--- src/rtl/pll_lock_supervisor.sv ---
// PLL reset sequencer: pulses pll_rst, waits for a stable lock, then releases sys_rst.
// Define PLL_SUP_LOCK_FILTER_EN to debounce lock loss in RUN over FILTER_CYCLES cycles.
module pll_lock_supervisor #(
   parameter int RST_CYCLES    = 16,
   parameter int LOCK_TIMEOUT  = 50000,
   parameter int STABLE_CYCLES = 1024,
   parameter int MAX_RETRY     = 3,
   parameter int FILTER_CYCLES = 4
) (
   input  logic       refclk,
   input  logic       rst,
   input  logic       locked,
   output logic       pll_rst,
   output logic       sys_rst,
   output logic       ready,
   output logic       fail,
   output logic [7:0] relock_count
);

   typedef enum logic [2:0] {
      PRST,
      WAIT_LOCK,
      STABLE,
      RUN,
      FAIL
   } state_t;

   localparam logic [7:0]  RST_LAST  = 8'(RST_CYCLES - 1);
   localparam logic [19:0] TMO_LAST  = 20'(LOCK_TIMEOUT - 1);
   localparam logic [15:0] STB_LAST  = 16'(STABLE_CYCLES - 1);
   localparam logic [3:0]  RETRY_MAX = 4'(MAX_RETRY);

   state_t      state_reg;
   logic [1:0]  sync_reg;
   logic [7:0]  rst_cnt_reg;
   logic [19:0] tmo_cnt_reg;
   logic [15:0] stb_cnt_reg;
   logic [3:0]  attempt_reg;
   logic [7:0]  relock_reg;
   logic        pll_rst_reg;
   logic        sys_rst_reg;
   logic        ready_reg;
   logic        fail_reg;
   logic        lock_s;
   logic        loss_q;

   // locked comes from the PLL's own lock detector and is asynchronous to refclk
   always_ff @(posedge refclk or posedge rst) begin
      if (rst) begin
         sync_reg <= 2'b00;
      end else begin
         sync_reg <= {sync_reg[0], locked};
      end
   end

   assign lock_s = sync_reg[1];

`ifdef PLL_SUP_LOCK_FILTER_EN
   localparam logic [7:0] FLT_LAST = 8'(FILTER_CYCLES - 1);

   logic [7:0] flt_cnt_reg;

   // Counts consecutive low lock_s cycles in RUN; cleared outside RUN so every entry starts fresh
   always_ff @(posedge refclk or posedge rst) begin
      if (rst) begin
         flt_cnt_reg <= 8'd0;
      end else if (state_reg != RUN || lock_s) begin
         flt_cnt_reg <= 8'd0;
      end else if (flt_cnt_reg != FLT_LAST) begin
         flt_cnt_reg <= flt_cnt_reg + 8'd1;
      end
   end

   assign loss_q = (state_reg == RUN) && !lock_s && (flt_cnt_reg == FLT_LAST);
`else
   assign loss_q = (state_reg == RUN) && !lock_s;
`endif

   always_ff @(posedge refclk or posedge rst) begin
      if (rst) begin
         state_reg   <= PRST;
         rst_cnt_reg <= 8'd0;
         tmo_cnt_reg <= 20'd0;
         stb_cnt_reg <= 16'd0;
         attempt_reg <= 4'd0;
         relock_reg  <= 8'd0;
         pll_rst_reg <= 1'b1;
         sys_rst_reg <= 1'b1;
         ready_reg   <= 1'b0;
         fail_reg    <= 1'b0;
      end else begin
         case (state_reg)
            PRST: begin
               if (rst_cnt_reg == RST_LAST) begin
                  state_reg   <= WAIT_LOCK;
                  pll_rst_reg <= 1'b0;
                  tmo_cnt_reg <= 20'd0;
                  if (attempt_reg != 4'hF) begin
                     attempt_reg <= attempt_reg + 4'd1;
                  end
               end else begin
                  rst_cnt_reg <= rst_cnt_reg + 8'd1;
               end
            end
            WAIT_LOCK: begin
               // Lock is tested first so it wins over a simultaneous timeout
               if (lock_s) begin
                  state_reg   <= STABLE;
                  stb_cnt_reg <= 16'd0;
               end else if (tmo_cnt_reg == TMO_LAST) begin
                  pll_rst_reg <= 1'b1;
                  if (attempt_reg < RETRY_MAX) begin
                     state_reg   <= PRST;
                     rst_cnt_reg <= 8'd0;
                  end else begin
                     state_reg <= FAIL;
                     fail_reg  <= 1'b1;
                  end
               end else begin
                  tmo_cnt_reg <= tmo_cnt_reg + 20'd1;
               end
            end
            STABLE: begin
               if (!lock_s) begin
                  state_reg   <= WAIT_LOCK;
                  tmo_cnt_reg <= 20'd0;
               end else if (stb_cnt_reg == STB_LAST) begin
                  state_reg   <= RUN;
                  sys_rst_reg <= 1'b0;
                  ready_reg   <= 1'b1;
               end else begin
                  stb_cnt_reg <= stb_cnt_reg + 16'd1;
               end
            end
            RUN: begin
               if (loss_q) begin
                  state_reg   <= PRST;
                  rst_cnt_reg <= 8'd0;
                  attempt_reg <= 4'd0;
                  pll_rst_reg <= 1'b1;
                  sys_rst_reg <= 1'b1;
                  ready_reg   <= 1'b0;
                  if (relock_reg != 8'hFF) begin
                     relock_reg <= relock_reg + 8'd1;
                  end
               end
            end
            FAIL: begin
               pll_rst_reg <= 1'b1;
               sys_rst_reg <= 1'b1;
               ready_reg   <= 1'b0;
               fail_reg    <= 1'b1;
            end
            default: begin
               state_reg   <= PRST;
               rst_cnt_reg <= 8'd0;
               pll_rst_reg <= 1'b1;
               sys_rst_reg <= 1'b1;
               ready_reg   <= 1'b0;
               fail_reg    <= 1'b0;
            end
         endcase
      end
   end

   assign pll_rst      = pll_rst_reg;
   assign sys_rst      = sys_rst_reg;
   assign ready        = ready_reg;
   assign fail         = fail_reg;
   assign relock_count = relock_reg;

endmodule

--- config.mk ---
export PLATFORM = sky130hd
export DESIGN_NAME = pll_lock_supervisor
export DESIGN_NICKNAME = d
export VERILOG_FILES = /design/src/rtl/pll_lock_supervisor.sv
export SDC_FILE = /design/constraint.sdc
export NUM_CORES = 1
export LEC_CHECK = 0
export BUFFER_PORTS_ARGS = -buffer_cell sky130_fd_sc_hd__buf_2
export CAP_MARGIN = 20
export CORE_MARGIN = 4
export CORE_UTILIZATION = 60
export DETAILED_ROUTE_END_ITERATION = 8
export PLACE_DENSITY_LB_ADDON = 0.3
export SYNTH_ARGS = -nofsm -noshare
export SYNTH_HDL_FRONTEND = slang
export SYNTH_SLANG_ARGS = --single-unit
--- constraint.sdc ---
create_clock -name refclk -period 2.8 [get_ports refclk]
set_input_delay 0.14 -clock refclk [delete_from_list [all_inputs] [get_ports refclk]]
set_output_delay 0.14 -clock refclk [all_outputs]
set_load 0.01 [all_outputs]
==> impl_metrics.yaml, run 1 <==
layout:
  largest_reg_flops: 20
  nets: 401
  mostFrequentLayoutCell: "dfrtp_1"
  mostFrequentLayoutCells: "dfrtp_1, nand2_1, nor2_1"
  syn_to_final_growth_pct: 12.5
  drive_above_1_share_pct: 13.1
  n_antenna_cell: 0
timing:
  period_share_pct: 80.3
  tns_ns: 0
  grt_setup_unrepaired: "no"
  setup_viol: 0
  fin_crit_ns: 2.25
  skew_ns: 0.0103
  final_max_slew_viol_count: 0
  tightest_slew_ns: 0.733
  slew_headroom_pct: 51.1
  hold_violations: 0
  fmax_mhz: 445
  whs_ns: 0.370
setup_path:
  r2r_setup_slack_ns: 0.55
  start_kind: "flip-flop"
  timing.rr.end: "tmo_cnt_reg[19]"
  worstPathRequired_ns: 3.02
  crit_path_end_kind: "flip-flop"
  critPathMaxFanout: 10
  crit_type: "reg -> reg"
  worst_r2r_startpoint: "tmo_cnt_reg[0]"
  reg2reg_depth: 6
  endpoint: "tmo_cnt_reg[19]"
  cp_data_arrival_time_ns: 2.47
  cp-startpoint: "tmo_cnt_reg[0]"
clock_tree:
  clk_latency_ns: 0.35
  clockBufferDepth: 2
  numCtsBuffers: 9
  h-tree-depth: 3
  clkTransAtPathRegs_ns: 0.07
  ctsResizeCount: 0
  holdBufCountCts: 2
  cts_tree: "done"
  cts.sinks: 65
  cts_setup_buffers: 0
  root_buffer: "clkbuf_8"
detailed_routing:
  drt_iter0_markers: 217
  vias: 2961
  routed_wl_mm: 7.49
  postRouteAntennaNets: 0
  drt-vias-per-instance: 6.30
  wl_per_cell_um: 15.9
  drcViolationCount: 0
  drtPass1Iterations: 4
job:
  maxCapViolations: 0
synthesis:
  syn_inst: 371
  synth-seq-area-share_pct: 47.0
  syn_area_um2: 3460
  ys_dominant_reg_cell: "dfrtp_1"
  yosys-top-cells-area: "dfrtp_1, xnor2_1, nand2_1"
  synthDistinctLibCells: 52
  yosysTopAreaCell: "dfrtp_1"
  synth_top_area_share_pct: 45.5
  syn_nets: 379
  ys_ff_latch: 65
  synth_area_per_cell_um2: 9.34
  synthArstFlopShare_pct: 100
  ys_warn_count: 0
  synth_edf_count: 0
floorplanning:
  coreArea_um2: 5540
  dieArea_um2: 7050
  start_util_pct: 62.5
  std_cell_rows: 27
  ios: 15
  die_w_um: 84.0
  die_h_um: 84.0
pwr:
  seqPwrFrac_pct: 41.5
  leakage_uw: 0.00179
  intPower_uw: 1930
  total_power_uw: 3010
  switching_share_pct: 35.8
  power.switching_uw: 1080
  ir_drop_mv: 0.515
  p_clk_share_pct: 30.3
  pwr-share-comb_pct: 28.2
  power.density_nw_per_um2: 772
placement:
  io_buffers: 14
  dp_hpwl_mm: 4.99
  gp_congestion: 0.850
hold_path:
  hp-class: "reg -> reg"
global_routing:
  grt_start_max_net_pins: 35
  grt_pass1_wl_mm: 13.1
  grt_use_total_pct: 22.9
  grt_pass1_vias: 2796
  gr-total-overflow: 0
  antenna_found_initial: 0
status:
  status: "completed"
-- cells in the mapped netlist (3+ instances only) --
master,number
dfrtp_1,63
nand2_1,32
nor2_1,32
nand3_1,23
a21oi_1,20
o21ai_0,19
and3_1,18
xnor2_1,15
clkbuf_1,13
nor3_1,13
nor4_1,10
a31oi_1,9
inv_1,9
nand4_1,9
and2_1,8
a221o_1,7
or3_1,6
ha_1,5
o31ai_1,4
a211o_1,3
a21o_1,3
a41oi_1,3
mux2_2,3
nand2b_1,3
nor3b_1,3
o21a_1,3
-- power groups by stage --
stage	clock network [uW]	logic (uW)	registers [uW]
2_1_floorplan	0	623	1210
3_3_place_gp	0	808	1250
3_5_place_dp	0	831	1260
4_1_cts	924	851	1240
5_1_grt	977	961	1270
6_report	911	848	1250
-- layout make-up --
type,instances,area [um2]
Clock buffer,10,138
Tap cell,72,90.1
Sequential cell,65,1630
Clock inverter,6,91.3
Inverter,9,33.8
Multi-Input combinational cell,284,1750
Timing Repair Buffer,24,163
Fill cell,405,1640
-- stage by stage --
step | util, % | setup slack (ns) | instances | instance area, um2
4_1_cts | 70.3 | 0.558 | 470 | 3900
6_report | 70.3 | 0.551 | 470 | 3900
2_1_floorplan | - | 0.714 | 371 | 3460
3_5_place_dp | 65.8 | 0.572 | 452 | 3650
5_1_grt | 70.3 | 0.386 | 470 | 3900
3_3_place_gp | 65.8 | 0.590 | 452 | 3650
-- per-layer routing --
metal	vias to the layer above	routed length, um	GRT usage, %
met5	-	0	0
met4	0	137	10.2
met3	12	280	5.13
met2	64	3590	35.4
met1	1465	3480	30.8
li1	1420	-	-
-- how the worst min path moves through the flow --
stage / startpoint / slack [ns] / to / cells past startpoint
floorplan: locked / 0.17 / sync_reg[0] / 0
global route: sync_reg[0] / 0.39 / sync_reg[1] / 0
CTS: sync_reg[0] / 0.36 / sync_reg[1] / 0
detailed placement: locked / 0.25 / sync_reg[0] / 1
finish: sync_reg[0] / 0.37 / sync_reg[1] / 0
global placement: locked / 0.25 / sync_reg[0] / 1
-- kinds of logic after synthesis --
family / share of synthesized area (%)
multiplexers: 0.975
buffers and inverters: 2.38
AND/OR/NAND/NOR: 26.5
AO/OA/AOI/OAI: 16.7
XOR/XNOR: 4.30
flip-flops: 47.0
adder cells (fa/ha/maj): 2.10
-- critical path, stage by stage, from the launching register on --
cell	delay [ns]
dfrtp_1	0.43
ha_1	0.25
and3_1	0.25
and3_1	0.22
a31oi_1	0.26
nand2_1	0.29
a221o_1	0.43
(Power assumes the default switching activity.)
==> run 2: changes to the inputs <==
clock period = 2.08 ns   (was 2.8 ns; I/O delays follow)
==> run 2 against run 1 <==
Count of clock-buffer cells in the layout is the same; non-clock buffer count up 33; sequential share of layout area shrank 3.0 points.
==> impl_metrics.yaml, run 2 (same netlist as run 1, synthesis figures left out) <==
setup_path:
  cp-startpoint: "tmo_cnt_reg[18]"
  worst_r2r_startpoint: "tmo_cnt_reg[18]"
  critPathMaxFanout: 9
  cp_data_arrival_time_ns: 2.30
  crit_type: "reg -> reg"
  worstPathRequired_ns: 2.31
  crit_path_end_kind: "flip-flop"
  start_kind: "flip-flop"
global_routing:
  gr-total-overflow: 0
  grt_start_max_net_pins: 66
  grt_pass1_wl_mm: 13.5
  antenna_found_initial: 0
  grt_pass1_vias: 2963
  grt_use_total_pct: 23.4
detailed_routing:
  postRouteAntennaNets: 0
  vias: 3038
  drtPass1Iterations: 4
  drt_iter0_markers: 237
  routed_wl_mm: 7.79
  drcViolationCount: 0
  wl_per_cell_um: 15.5
  drt-vias-per-instance: 6.04
clock_tree:
  clockBufferDepth: 2
  clk_latency_ns: 0.34
  cts.sinks: 65
  root_buffer: "clkbuf_8"
  cts_tree: "done"
  clkTransAtPathRegs_ns: 0.08
  h-tree-depth: 3
  numCtsBuffers: 9
timing:
  tightest_slew_ns: 0.438
  setup_viol: 0
  slew_headroom_pct: 70.7
  period_share_pct: 99.5
  skew_ns: 0.00924
  layout_setup_ws_ns: 0.00978
  final_max_slew_viol_count: 0
  fin_crit_ns: 2.07
  hold_violations: 0
  fmax_mhz: 483
  grt_setup_unrepaired: "yes"
  tns_ns: 0
layout:
  mostFrequentLayoutCell: "dfrtp_1"
  largest_reg_flops: 20
  drive_above_1_share_pct: 21.3
  syn_to_final_growth_pct: 21.1
  n_antenna_cell: 0
  mostFrequentLayoutCells: "dfrtp_1, buf_4, nand2_1, nor2_1, nand3_1"
  utilization_pct: 75.7
  fill_cells: 359
  nets: 434
floorplanning:
  die_w_um: 84.0
  ios: 15
  dieArea_um2: 7050
  die_h_um: 84.0
  std_cell_rows: 27
  start_util_pct: 62.5
  coreArea_um2: 5540
placement:
  dp_hpwl_mm: 5.22
  pre_cts_slack_ns: -0.0170
  io_buffers: 14
  gp_congestion: 0.889
hold_path:
  hp-class: "reg -> reg"
  min_from: "sync_reg[0]"
pwr:
  power.density_nw_per_um2: 1010
  leakage_uw: 0.00196
  ir_drop_mv: 0.706
  total_power_uw: 4240
job:
  maxCapViolations: 0
status:
  status: "completed"
[run 2: critical path, cell delays in order (launching register included)]
cell and delay [ns]:
dfrtp_1 0.39, or4b_4 0.55, nor3_4 0.17, buf_4 0.16, a211oi_4 0.07, buf_4 0.17
nor3b_1 0.13, a311o_1 0.31
[run 2: path summary, 6_finish.rpt]
kind,to,cells past startpoint,slack (ns)
max in group asynchronous,pll_rst,4,1.41
setup / recovery,tmo_cnt_reg[9],7,0.01
setup reg to reg,tmo_cnt_reg[9],7,0.01
hold / removal,sync_reg[1],0,0.35
min in group asynchronous,stb_cnt_reg[12],4,0.37
hold reg to reg,sync_reg[1],0,0.35
[run 2: what timing repair did]
action | 4_1_cts | 5_1_grt
hold buffers | 2 | 0
setup buffers | 0 | 2
endpoints found under the setup margin | 1 | 23
endpoints found under the hold margin | 64 | 0
resized for setup | 0 | 11
pin swaps | 1 | 3
[run 2: metrics by stage]
stage	cells	hold slack (ns)	instance area (um2)
2_1_floorplan	371	0.135	3460
6_report	503	0.354	4200
3_5_place_dp	483	0.193	3880
3_3_place_gp	483	0.194	3880
4_1_cts	501	0.351	4130
5_1_grt	503	0.368	4200
[run 2: cell type report]
type / instances / area, um2 / area share, %
Clock inverter: 6 / 90.1 / 2.15
Inverter: 9 / 33.8 / 0.805
Tap cell: 72 / 90.1 / 2.15
Sequential cell: 65 / 1630 / 38.8
Multi-Input combinational cell: 284 / 1800 / 42.9
Clock buffer: 10 / 138 / 3.28
Timing Repair Buffer: 57 / 414 / 9.87
[run 2: layer usage]
metal	track usage, %	vias to the layer above	share of wire, %
li1	-	1488	-
met1	31.4	1447	45
met2	37.2	84	48
met3	5.23	19	4.6
met4	8.48	0	2.1
met5	0	-	0
[run 2: power breakdown]
group	internal (uW)	total, uW	leakage (uW)	switching (uW)
clock network	711	1220	0.000113	506
logic	606	1380	0.000972	776
registers	1440	1650	0.000871	204
total	2760	4240	0.00196	1490
